**config.mk**
```make
export PLATFORM = sky130hd
export DESIGN_NAME = decoder_3_8_pulse_flat
export DESIGN_NICKNAME = d
export VERILOG_FILES = /design/src/rtl/decoder_3_8_pulse_if.sv /design/src/rtl/decoder_3_8_pulse.sv /design/src/flat_wrapper.sv
export SDC_FILE = /design/constraint.sdc
export NUM_CORES = 1
export LEC_CHECK = 0
export ABC_AREA = 1
export ABC_CLOCK_PERIOD_IN_PS = 1800
export CORE_MARGIN = 4
export CORE_UTILIZATION = 42
export DETAILED_ROUTE_END_ITERATION = 10
export PLACE_DENSITY = 0.79
export SLEW_MARGIN = 15
export SYNTH_ARGS = -nofsm -noshare
export SYNTH_HDL_FRONTEND = slang
export SYNTH_SLANG_ARGS = --single-unit
```
**constraint.sdc**
```tcl
create_clock -name clk -period 1.8 [get_ports clk]
set_input_delay 0.27 -clock clk [delete_from_list [all_inputs] [get_ports clk]]
set_output_delay 0.27 -clock clk [all_outputs]
set_load 0.005 [all_outputs]
```
**src/rtl/decoder_3_8_pulse_if.sv**
```systemverilog
// Handshake and one-hot output bundle for decoder_3_8_pulse.
// master drives codes and enable, slave (the decoder) returns ready, one-hot lines and status.
interface decoder_3_8_pulse_if;
    logic       enable;
    logic       in_valid;
    logic       in_ready;
    logic [2:0] code;
    logic [7:0] y;
    logic [2:0] active_code;
    logic       busy;
    logic       done;

    modport master (
        output enable,
        output in_valid,
        output code,
        input  in_ready,
        input  y,
        input  active_code,
        input  busy,
        input  done
    );

    modport slave (
        input  enable,
        input  in_valid,
        input  code,
        output in_ready,
        output y,
        output active_code,
        output busy,
        output done
    );
endinterface

```
**src/rtl/decoder_3_8_pulse.sv**
```systemverilog
// Registered 3-to-8 decoder: an accepted code drives its one-hot line for HOLD_CYCLES cycles, then pulses done.
// One-hot visible the cycle after accept; in_ready is low for the whole hold, and enable low aborts to idle.
module decoder_3_8_pulse #(
    parameter int HOLD_CYCLES = 4   // legal range 1..255
) (
    input  logic                 clk,
    input  logic                 rst_n,
    decoder_3_8_pulse_if.slave   bus
);

    localparam int CW = (HOLD_CYCLES > 1) ? $clog2(HOLD_CYCLES) : 1;
    localparam logic [CW-1:0] CNT_LOAD = CW'(HOLD_CYCLES - 1);

    typedef enum logic {
        IDLE = 1'b0,
        HOLD = 1'b1
    } state_t;

    state_t        state, state_nxt;
    logic [CW-1:0] cnt, cnt_nxt;
    logic [7:0]    y_q, y_nxt;
    logic [2:0]    act_q, act_nxt;
    logic          done_q, done_nxt;
    logic          rdy;

    always_ff @(posedge clk or negedge rst_n) begin
        if (!rst_n) begin
            state  <= IDLE;
            cnt    <= '0;
            y_q    <= 8'h00;
            act_q  <= 3'd0;
            done_q <= 1'b0;
        end else begin
            state  <= state_nxt;
            cnt    <= cnt_nxt;
            y_q    <= y_nxt;
            act_q  <= act_nxt;
            done_q <= done_nxt;
        end
    end

    always_comb begin
        state_nxt = state;
        cnt_nxt   = cnt;
        y_nxt     = y_q;
        act_nxt   = act_q;
        done_nxt  = 1'b0;
        if (!bus.enable) begin
            // Abort beats a completing hold: no done, active_code retained.
            state_nxt = IDLE;
            cnt_nxt   = '0;
            y_nxt     = 8'h00;
        end else begin
            case (state)
                IDLE: begin
                    if (bus.in_valid && rdy) begin
                        state_nxt = HOLD;
                        cnt_nxt   = CNT_LOAD;
                        y_nxt     = 8'd1 << bus.code;
                        act_nxt   = bus.code;
                    end
                end
                HOLD: begin
                    if (cnt != '0) begin
                        cnt_nxt = cnt - 1'b1;
                    end else begin
                        state_nxt = IDLE;
                        y_nxt     = 8'h00;
                        done_nxt  = 1'b1;
                    end
                end
                default: begin
                    state_nxt = IDLE;
                    cnt_nxt   = '0;
                    y_nxt     = 8'h00;
                end
            endcase
        end
    end

    always_comb begin
        rdy             = (state == IDLE) && bus.enable;
        bus.in_ready    = rdy;
        bus.busy        = (state == HOLD);
        bus.y           = y_q;
        bus.active_code = act_q;
        bus.done        = done_q;
    end

endmodule

```
**src/flat_wrapper.sv**
```systemverilog
// flat-port wrapper written by rule: the top's interface ports become plain ports
module decoder_3_8_pulse_flat 
#(
    parameter int HOLD_CYCLES = 4                        
)
  (clk, rst_n, bus_enable, bus_in_valid, bus_code, bus_in_ready, bus_y, bus_active_code, bus_busy, bus_done);
  decoder_3_8_pulse_if bus_i ();
  input  logic clk;
  input  logic rst_n;
  input wire logic [$bits(bus_i.enable)-1:0] bus_enable;
  input wire logic [$bits(bus_i.in_valid)-1:0] bus_in_valid;
  input wire logic [$bits(bus_i.code)-1:0] bus_code;
  output wire logic [$bits(bus_i.in_ready)-1:0] bus_in_ready;
  output wire logic [$bits(bus_i.y)-1:0] bus_y;
  output wire logic [$bits(bus_i.active_code)-1:0] bus_active_code;
  output wire logic [$bits(bus_i.busy)-1:0] bus_busy;
  output wire logic [$bits(bus_i.done)-1:0] bus_done;
  assign bus_i.enable = bus_enable;
  assign bus_i.in_valid = bus_in_valid;
  assign bus_i.code = bus_code;
  assign bus_in_ready = bus_i.in_ready;
  assign bus_y = bus_i.y;
  assign bus_active_code = bus_i.active_code;
  assign bus_busy = bus_i.busy;
  assign bus_done = bus_i.done;
  decoder_3_8_pulse #(.HOLD_CYCLES(HOLD_CYCLES)) u_core (.clk(clk), .rst_n(rst_n), .bus(bus_i));
endmodule
```
**Word level (Yosys, flattened, before mapping)**

Index checks and enable logic that the tools add are counted.

- Eq/ne operators: 3
- Divide/modulo/power cells: 0
- Shifts and indexed selects: 1
- $lt $le $gt $ge: 0
- Add/sub/neg operators: 1
- Reductions and logical operators: 6
- Muxes and demuxes: 15
- Bitwise gates (word level): 1
- $mul: 0

Operator list:

| cell | number |
|---|---|
| $mux W8 | 3 |
| $pmux W8 S2 | 1 |
| $shl A1 B3 Y8 const A | 1 |
| $mux W1 | 6 |
| $mux W2 | 3 |
| $ne A3 B3 Y1 const B | 2 |
| $pmux W2 S2 | 1 |
| $reduce_and A2 Y1 | 2 |
| $ne A3 B2 Y1 const B | 1 |
| $reduce_and A3 Y1 | 1 |
| $logic_and A1 B1 Y1 | 2 |
| $pmux W1 S2 | 1 |
| $reduce_bool A2 Y1 | 1 |
| $sub A2 B1 Y2 const B | 1 |
| $not A1 Y1 | 1 |

- Bits in latches: 0
- RAM bits: 0
- Memories: 0
- ROM bits: 0
- Flip-flop bits (word level): 15
- Word-level logic and storage cells: 32
- Output and inout port bits: 14
- Input port bits: 7

**Longest topological paths before layout**

- Depth in word-level cells: 6
- Depth in mapped cells: 8
- Mapped depth without buffers: 8

**Least setup slack after synthesis**

No wires, ideal clock.

- Kind: reg2reg
- From: register u_core.cnt[0]
- To: register u_core.y_q[0], in the netlist u_core.bus.y[0]
- Data required time: 1.684 ns
- Period minus slack after synthesis: 1.129 ns
- Setup time: 0.116 ns
- Data arrival time: 1.013 ns
- Stages on the path, launching flop included: 9
- Slack: 0.671 ns
- Buffers on the path: 0
- Cell sequence: dfrtp_1 -> inv_1 -> ha_1 -> inv_1 -> nand3_1 -> nand2_2 -> inv_2 -> nand2_1 -> nand2_1

- Cells in the longest elaborated chain, start to end: 3

RTL lines:

| element | line | RTL |
|---|---|---|
| from (decl) | decoder_3_8_pulse.sv:20 | `logic [CW-1:0] cnt, cnt_nxt;` |
| from (signal assigned) | decoder_3_8_pulse.sv:35 | `cnt <= cnt_nxt;` |
| $reduce_bool A2 Y1 | decoder_3_8_pulse.sv:64 | `if (cnt != '0) begin` |
| $ne A3 B3 Y1 (no line) | n/a |  |
| $reduce_and A2 Y1 (no line) | n/a |  |
| to (signal assigned) | decoder_3_8_pulse.sv:36 | `y_q <= y_nxt;` |
| to (decl) | decoder_3_8_pulse.sv:21 | `logic [7:0] y_q, y_nxt;` |

No other way between the ends.
A chain may end at the register's enable or synchronous reset.

**Worst setup path after layout**

- From: register u_core.state, in the netlist u_core.bus.busy
- To: output bus_in_ready

- Cells in the longest elaborated chain, start to end: 2

RTL lines:

| element | line | RTL |
|---|---|---|
| from (decl) | decoder_3_8_pulse.sv:19 | `state_t state, state_nxt;` |
| from (signal assigned) | decoder_3_8_pulse.sv:34 | `state <= state_nxt;` |
| $not A1 Y1 (no line) | n/a |  |
| $logic_and A1 B1 Y1 | decoder_3_8_pulse.sv:82 | `rdy = (state == IDLE) && bus.enable;` |
| to (decl) | flat_wrapper.sv:13 | `output wire logic [$bits(bus_i.in_ready)-1:0] bus_in_ready;` |

No other way between the ends.

==> flow_metrics.env <==
export IMPL_status="finished, final reports clean"
export IMPL_dr_pass1_iters=4
export IMPL_synth_area_leaders="dfrtp_1 55%, nand2_1 21%, inv_1 5.0%"
export IMPL_worstPathCellList="nor2_2 -> clkdlybuf4s50_1"
export IMPL_cap_violations=0
export IMPL_setup_viol=0
export IMPL_slowest_delay_ns=0.54
export IMPL_cts_setup_buffers=0
export IMPL_worstMarginPinSlew_ns=0.368
export IMPL_r2r_end="u_core.bus.y[2]"
export IMPL_worstSkewPairLatency_ns=0.27
export IMPL_placed_cells=124
export IMPL_min_period_ns=1.72
export IMPL_cp_arrival_ns=1.45
export IMPL_ir_drop_uv=650
export IMPL_crit_path_end_kind="primary output"
export IMPL_slew_headroom=0.754
export IMPL_synth_seq_cells=15
export IMPL_hpwl_um=1140
export IMPL_reg2regPathDepth=8
export IMPL_ioPinCount=21
export IMPL_path_max_fanout=6
export IMPL_core_area_mm2=0.00152
export IMPL_grt_pass1_vias=567
export IMPL_multi_input_area_um2=258
export IMPL_ys_warn_count=0
export IMPL_cts_buffers_inserted=3
export IMPL_cts_sinks=15
export IMPL_min_period_over_period=0.954
export IMPL_min_path_type="in -> async"
export IMPL_cp_data_required_time_ns=1.53
export IMPL_synth_edff_count=0
export IMPL_wl_um=1480
export IMPL_die_height_um=48.3
export IMPL_ys_flop_type="dfrtp_1"
export IMPL_fin_nets=121
export IMPL_ctsHoldBuffers=0
export IMPL_clkTransAtPathRegs_ns=0.09
export IMPL_cts_resized=0
export IMPL_grt_start_max_net_pins=10
export IMPL_regArea_um2=375
export IMPL_worstSetupPathType="reg -> out"
export IMPL_wl_per_cell_um=11.5
export IMPL_crit_path_top_delay_cell="clkdlybuf4s50_1"
export IMPL_drt_iter0_drc=13
export IMPL_io_buffers=20
export IMPL_initial_core_util=0.447
export IMPL_worst_setup_path_start_kind="flip-flop"
export IMPL_synth_top_area_share=0.550
export IMPL_cts_root_buf="clkbuf_4"
export IMPL_antenna_found_initial=0
export IMPL_maxClockFrequency_mhz=583
export IMPL_fillers=143
export IMPL_postSynthAreaPerCell_um2=7.84
export IMPL_num_rows=14
export IMPL_cellLeakagePower_nw=0.495
export IMPL_clk_path_buf_depth=2
export IMPL_finClkSkew_ns=0.00123
export IMPL_grt_pass1_wl_um=2490
export IMPL_syn_nets=95
export IMPL_hold_viol=0
export IMPL_area_growth_pct=37.2
export IMPL_yosysSeqAreaShare=0.550
export IMPL_routabilityCongestion=0.745
export IMPL_synth_distinct_cells=12
export IMPL_instances_no_fill=128
export IMPL_ys_top_cells_by_count="38 x nand2_1, 15 x dfrtp_1, 9 x inv_1, 8 x nor2_1, 6 x o21ai_0"
export IMPL_globalRouteOverflowTotal=0
export IMPL_r2r_start="u_core.cnt[0]"
export IMPL_synth_most_common_cell="nand2_1"
export IMPL_yosys_area_top_type="dfrtp_1"
export IMPL_rsz0062_at_grt="no"
export IMPL_layout_drive_gt1_share=0.0893
export IMPL_r2r_setup_slack_ns=0.52
export IMPL_ys_async_sr_fraction=1.00
export IMPL_report_final_slew_viol_count=0
export IMPL_ant_nets=0
export IMPL_htree_levels=1
export IMPL_dieArea_mm2=0.00233
export IMPL_vias=598
export IMPL_cts_tree="yes"
export IMPL_antennaDiodeCount=0
export IMPL_die_w_um=48.3
export IMPL_tns_ns=0
export IMPL_drc_errors=0
export IMPL_globalRouteTotalUtil=0.159
export IMPL_power_density_mw_per_mm2=793
export IMPL_netlist_instances=87
export IMPL_syn_area_um2=682
export IMPL_vias_per_cell=4.67
layer usage:
metal  share of wire  wire length, um  track usage
met1            0.42              626        0.215
met2            0.52              764        0.250
met5               0                0            0
met4           0.015               22       0.0484
met3           0.042               62       0.0369
layout by cell type (no fill, tap or decap), drive strengths merged:
cell and instances:
ha 1, nand2 39, inv 11, nand3 5
buf 2, o21ai 6, dfrtp 15, clkdlybuf4s50 20
clkbuf 4, nor2 9
critical path: cells and delay by family, from the launching register on:
kind	cells	cell delay [ns]
buffers and inverters	1	0.54
flip-flops	1	0.46
AND/OR/NAND/NOR	1	0.17
worst max path at each step:
stage                     from  slack (ns)               to
4_1_cts        u_core.bus.busy        0.08     bus_in_ready
2_1_floorplan    u_core.cnt[0]        0.67  u_core.bus.y[0]
5_1_grt        u_core.bus.busy        0.02     bus_in_ready
6_report       u_core.bus.busy        0.08     bus_in_ready
3_5_place_dp        bus_enable        0.09     bus_in_ready
3_3_place_gp        bus_enable        0.15     bus_in_ready
cell families (layout without fill, tap and decap cells):
kind of cell / count (synthesis) / after routing / synth area share
flops: 15 / 15 / 0.550
compound gates: 6 / 6 / 0.0440
buf+inv: 12 / 37 / 0.0716
fa+ha+maj: 1 / 1 / 0.0183
simple gates: 53 / 53 / 0.316
per-stage QoR:
stage          area (um2)  setup WS (ns)  power (mW)  hold WS [ns]  utilization
2_1_floorplan         682          0.671       0.467       -0.0256            -
3_3_place_gp          910          0.154       0.554         0.465        0.597
3_5_place_dp          910         0.0932       0.561         0.469        0.597
4_1_cts               936         0.0838       0.748         0.268        0.614
5_1_grt               936         0.0182       0.796         0.274        0.614
6_report              936         0.0835       0.742         0.266        0.614
power breakdown:
part / total [mW] / switching [mW] / internal, mW
combinational: 0.166 / 0.0816 / 0.0846
sequential: 0.387 / 0.0188 / 0.368
clock: 0.189 / 0.104 / 0.0858
final cells by class:
class,instances,share of cell area
tap,16,0.0214
sequential,15,0.401
inverter,11,0.0441
clock buffer,4,0.0281
timing repair buffer,22,0.230
multi-input combinational,60,0.275
sequential cells by signal, indices dropped and copies added, names as in the netlist:
signal / count
u_core.bus.busy: 1
u_core.bus.y: 8
u_core.bus.active_code: 3
u_core.bus.done: 1
u_core.cnt: 2
(Power assumes the default switching activity.)
==> edit 1, RTL diff (same settings) <==
Reset style: synchronous (`rst_n`), changed in one clocked block.
--- a/src/rtl/decoder_3_8_pulse.sv
+++ b/src/rtl/decoder_3_8_pulse.sv
@@ -23,7 +23,7 @@
     logic          done_q, done_nxt;
     logic          rdy;
 
-    always_ff @(posedge clk or negedge rst_n) begin
+    always_ff @(posedge clk) begin
         if (!rst_n) begin
             state  <= IDLE;
             cnt    <= '0;
Function: differs if rst_n is asserted again (counterexample within 4 cycles, from zero or initial values and one cycle with rst_n low); with rst_n held inactive, the same outputs for 10 cycles.
==> edit 1 against the original RTL <==
Final area up 10%; global-route usage down 2.1 points; setup slack better by 0.079 ns; routed wire length up 3.0%; fmax up 4.8%; sequential cell count unchanged; synthesized cell count up 37%; clock skew up 0.0061 ns; synthesized area up 14%; power down 9.7%; sequential share of layout area down 11 points; largest power group unchanged; highest routed layer unchanged.
==> edit 1: results (changes against the original RTL) <==
Synthesized Nets = 128 (+35%)
CP Max Fanout = 2 (-4)
GP Congestion = 0.834 (+12%)
flop2flop setup slack = 0.57 ns (+0.05 ns)
first-pass GRT wire length = 2740 um (+10%)
hold_ws = 0.470 ns (+0.205 ns)
Area contributors post-synth = dfxtp_1 39%, nand2_1 17%, inv_1 13%, nand3_1 7.1%, nor2_1 6.3%
final worst path period need = 1.64 ns (-0.0787 ns)
Iter 0 DRT Violations = 18 (+5)
adder-cell share of the synthesized area = 0.0322 (+0.0138)
synth cell count leaders = 35 x nand2_1, 27 x inv_1, 15 x dfxtp_1
syn avg cell area = 6.54 um2 (-17%)
TritonCTS Buffers = 3 (unchanged)
via count = 746 (+25%)
Cell Int Power = 0.485 mW (-9.8%)
DRT Wirelength = 1520 um (+3.0%)
layout cells sized above 1 = 0.0979 (+0.00862)
clock latency on the worst-skew pair = 0.29 ns (+0.02 ns)
placed insts = 164 (+32%)
library cells used by synthesis = 14 (+2)
Setup Slack @ Placement = 0.158 ns (+0.0652 ns)
CP max stage delay = 0.51 ns (-0.03 ns)
initial antenna violation count = 0 (unchanged)
Non-Filler Instances = 168 (+31%)
worst path arrival time = 1.37 ns (-0.08 ns)
GRT Resource Usage Total = 0.137 (-0.0212)
run status = finished clean
Compound-Gate Fraction of Synth Area = 0.0322 (-0.0119)
Seq/Total Area, Yosys = 0.386 (-0.165)
footprint of the multi-input gates = 344 um2 (+33%)
largest vdd supply drop = 344 uV (-47%)
post-placement cell area = 1000 um2 (+10%)
vias in the first global route = 660 (+16%)
Layout Nets = 153 (+26%)
worst-margin pin slew = 0.270 ns (-0.0972 ns)
Async S/R FF share, synth = 0 (-1.00)
DP Wirelength = 1140 um (+0.11%)
Slowest-stage cell, CP = clkdlybuf4s50_1
# fillers = 163 (+14%)
leakage = 0.530 nW (+7.1%)
clk_skew = 0.00733 ns (+0.00610 ns)
largest net degree at the start of global routing = 18 (+8)
edit 1: cell count changes after synthesis, sizes merged:
cell and delta:
inv +17, dfrtp -15, dfxtp +15, nand3 +8
nor2 +7, o21ai -6, a21oi +5, nand2 -2
buf +1, clkinv +1, ha +1
edit 1: final timing paths:
check                                                from                         to  depth (start not counted)
worst min-delay path            u_core.bus.active_code[0]  u_core.bus.active_code[0]                          2
worst max-delay path                           bus_enable               bus_in_ready                          4
worst max register to register              u_core.cnt[0]            u_core.bus.y[1]                          7
worst min register to register  u_core.bus.active_code[0]  u_core.bus.active_code[0]                          2
edit 1: layout make-up:
type / instances / share of cell area
multi-input cells: 73 / 0.334
flip-flops and latches: 15 / 0.292
repair buffers: 22 / 0.209
inverters: 29 / 0.108
well taps: 25 / 0.0304
clock buffers: 3 / 0.0219
clock inverters: 1 / 0.00486
edit 1: kinds of logic (layout without fill, tap and decap cells):
| kind of cell | after synthesis | after routing |
|---|---|---|
| and+or+nand+nor | 66 | 66 |
| buffers and inverters | 31 | 55 |
| DFF | 15 | 15 |
| AOI/OAI and AO/OA | 5 | 5 |
| adders and majority gates | 2 | 2 |
edit 1: tightest hold or removal path, stage by stage (launching register included):
cell     delay [ns]
dfxtp_1        0.32
nand2_1        0.06
a21oi_1        0.05
edit 1: power groups by stage:
stage / Clock (mW) / Combinational (mW) / Sequential, mW
final: 0.197 / 0.123 / 0.350
after global placement: 0 / 0.120 / 0.357
after global routing: 0.223 / 0.141 / 0.352
after CTS: 0.201 / 0.124 / 0.350
after floorplan: 0 / 0.0700 / 0.358
after detailed placement: 0 / 0.122 / 0.358
edit 1: per-layer routing:
layer  track usage  share of wire  vias to the layer above
met4        0.0807          0.030                        0
met3        0.0262          0.043                        5
met5             0              0                        -
li1              -              -                      397
met2         0.223           0.49                       18
met1         0.167           0.44                      326
==> edit 2, RTL diff (same settings) <==
Made on the original files. `HOLD_CYCLES` is set to 4 in 2 places; all go to 16.
--- a/src/rtl/decoder_3_8_pulse.sv
+++ b/src/rtl/decoder_3_8_pulse.sv
@@ -1,7 +1,7 @@
 // Registered 3-to-8 decoder: an accepted code drives its one-hot line for HOLD_CYCLES cycles, then pulses done.
 // One-hot visible the cycle after accept; in_ready is low for the whole hold, and enable low aborts to idle.
 module decoder_3_8_pulse #(
-    parameter int HOLD_CYCLES = 4   // legal range 1..255
+    parameter int HOLD_CYCLES = 16   // legal range 1..255
 ) (
     input  logic                 clk,
     input  logic                 rst_n,
--- a/src/flat_wrapper.sv
+++ b/src/flat_wrapper.sv
@@ -1,7 +1,7 @@
 // flat-port wrapper written by rule: the top's interface ports become plain ports
 module decoder_3_8_pulse_flat 
 #(
-    parameter int HOLD_CYCLES = 4                        
+    parameter int HOLD_CYCLES = 16                        
 )
   (clk, rst_n, bus_enable, bus_in_valid, bus_code, bus_in_ready, bus_y, bus_active_code, bus_busy, bus_done);
   decoder_3_8_pulse_if bus_i ();
Check against the original RTL: not equivalent (a bounded check fails within 10 cycles, from zero or initial values and one cycle with rst_n low).
==> edit 2 against the original RTL <==
Synthesized area rose by 27%; sequential cell count grew 2; critical path depth is 2 higher; setup slack got worse by 0.041 ns; fmax decreased by 2.3%; final area grew 20%; routed wire length increased by 20%; power increased by 23%; critical endpoint unchanged.
==> edit 2: results (changes against the original RTL) <==
clk_skew = 0.00751 ns (+0.00628 ns)
post-placement cell area = 1090 um2 (+20%)
GP Congestion = 0.838 (+13%)
synth cell count leaders = 35 x nand2_1, 17 x dfrtp_1, 11 x inv_1
placed insts = 149 (+20%)
DP Wirelength = 1370 um (+20%)
largest net degree at the start of global routing = 18 (+8)
Vias/cell = 4.47 (-4.3%)
capturing point of the worst reg2reg path = u_core.bus.y[0]
clock latency on the worst-skew pair = 0.29 ns (+0.02 ns)
Synthesized Nets = 109 (+15%)
vias in the first global route = 682 (+20%)
met2 wire len = 916 um (+20%)
worst path arrival time = 1.49 ns (+0.04 ns)
layout cells sized above 1 = 0.198 (+0.109)
syn avg cell area = 8.55 um2 (+9.1%)
hold_ws = 0.281 ns (+0.0155 ns)
run status = finished clean
Setup Slack @ Placement = 0.0500 ns (-0.0431 ns)
flop2flop setup slack = 0.45 ns (-0.07 ns)
Net Sw Power = 0.290 mW (+42%)
GRT Resource Usage Total = 0.147 (-0.0118)
routed wire length per instance = 11.6 um (+0.21%)
DRT Wirelength = 1770 um (+20%)
# fillers = 181 (+27%)
Layout Nets = 135 (+12%)
-- edit 2: cell count changes in the layout (fill, tap and decap cells not counted), moves of 3 or more --
cell     unedited run  this run
o21ai_1             0         3
nand2_1            38        35
nand2_4             0         4
o21ai_2             0         8
-- edit 2: worst max-delay path by stage --
stage,from,endpoint,slack (ns),depth (start not counted)
after global routing,u_core.bus.busy,bus_in_ready,0.002,4
after floorplan,u_core.cnt[0],u_core.bus.y[1],0.58,8
after CTS,u_core.bus.busy,bus_in_ready,0.03,4
after detailed placement,bus_enable,bus_in_ready,0.05,4
final,bus_enable,bus_in_ready,0.04,4
after global placement,bus_enable,bus_in_ready,0.11,4
-- edit 2: final cells by class --
type                            instances  share of cell area
Sequential cell                        17               0.381
Timing Repair Buffer                   22               0.192
Inverter                               14              0.0503
Tap cell                               27              0.0302
Multi-Input combinational cell         69               0.323
Clock buffer                            4              0.0235
-- edit 2: power by group through the flow --
stage          Combinational [mW]  Clock, mW  Sequential (mW)
2_1_floorplan               0.150          0            0.462
3_3_place_gp                0.241          0            0.464
3_5_place_dp                0.251          0            0.466
4_1_cts                     0.252      0.208            0.458
5_1_grt                     0.281      0.223            0.466
6_report                    0.250      0.206            0.459
-- edit 2: cells by family after synthesis --
| family | Yosys count | synth area share |
|---|---|---|
| AOI/OAI and AO/OA | 15 | 0.122 |
| adders and majority gates | 1 | 0.0145 |
| buffers and inverters | 15 | 0.0884 |
| DFF | 17 | 0.493 |
| and+or+nand+nor | 53 | 0.283 |
-- edit 2: stage by stage --
step           total power, mW  utilization
6_report                 0.915        0.571
5_1_grt                  0.969        0.571
4_1_cts                  0.918        0.570
3_5_place_dp             0.716        0.557
3_3_place_gp             0.705        0.557
2_1_floorplan            0.612            -
-- edit 2: layer usage --
| metal | GRT usage | up-vias |
|---|---|---|
| li1 | - | 361 |
| met1 | 0.179 | 293 |
| met2 | 0.249 | 25 |
| met3 | 0.0197 | 5 |
| met4 | 0.0723 | 0 |
| met5 | 0 | - |
-- edit 2: repair_timing --
| item | in CTS | in global routing |
|---|---|---|
| endpoints found under the setup margin | 0 | 1 |
| buffers inserted | 0 | 0 |
| gates resized for setup | 0 | 1 |
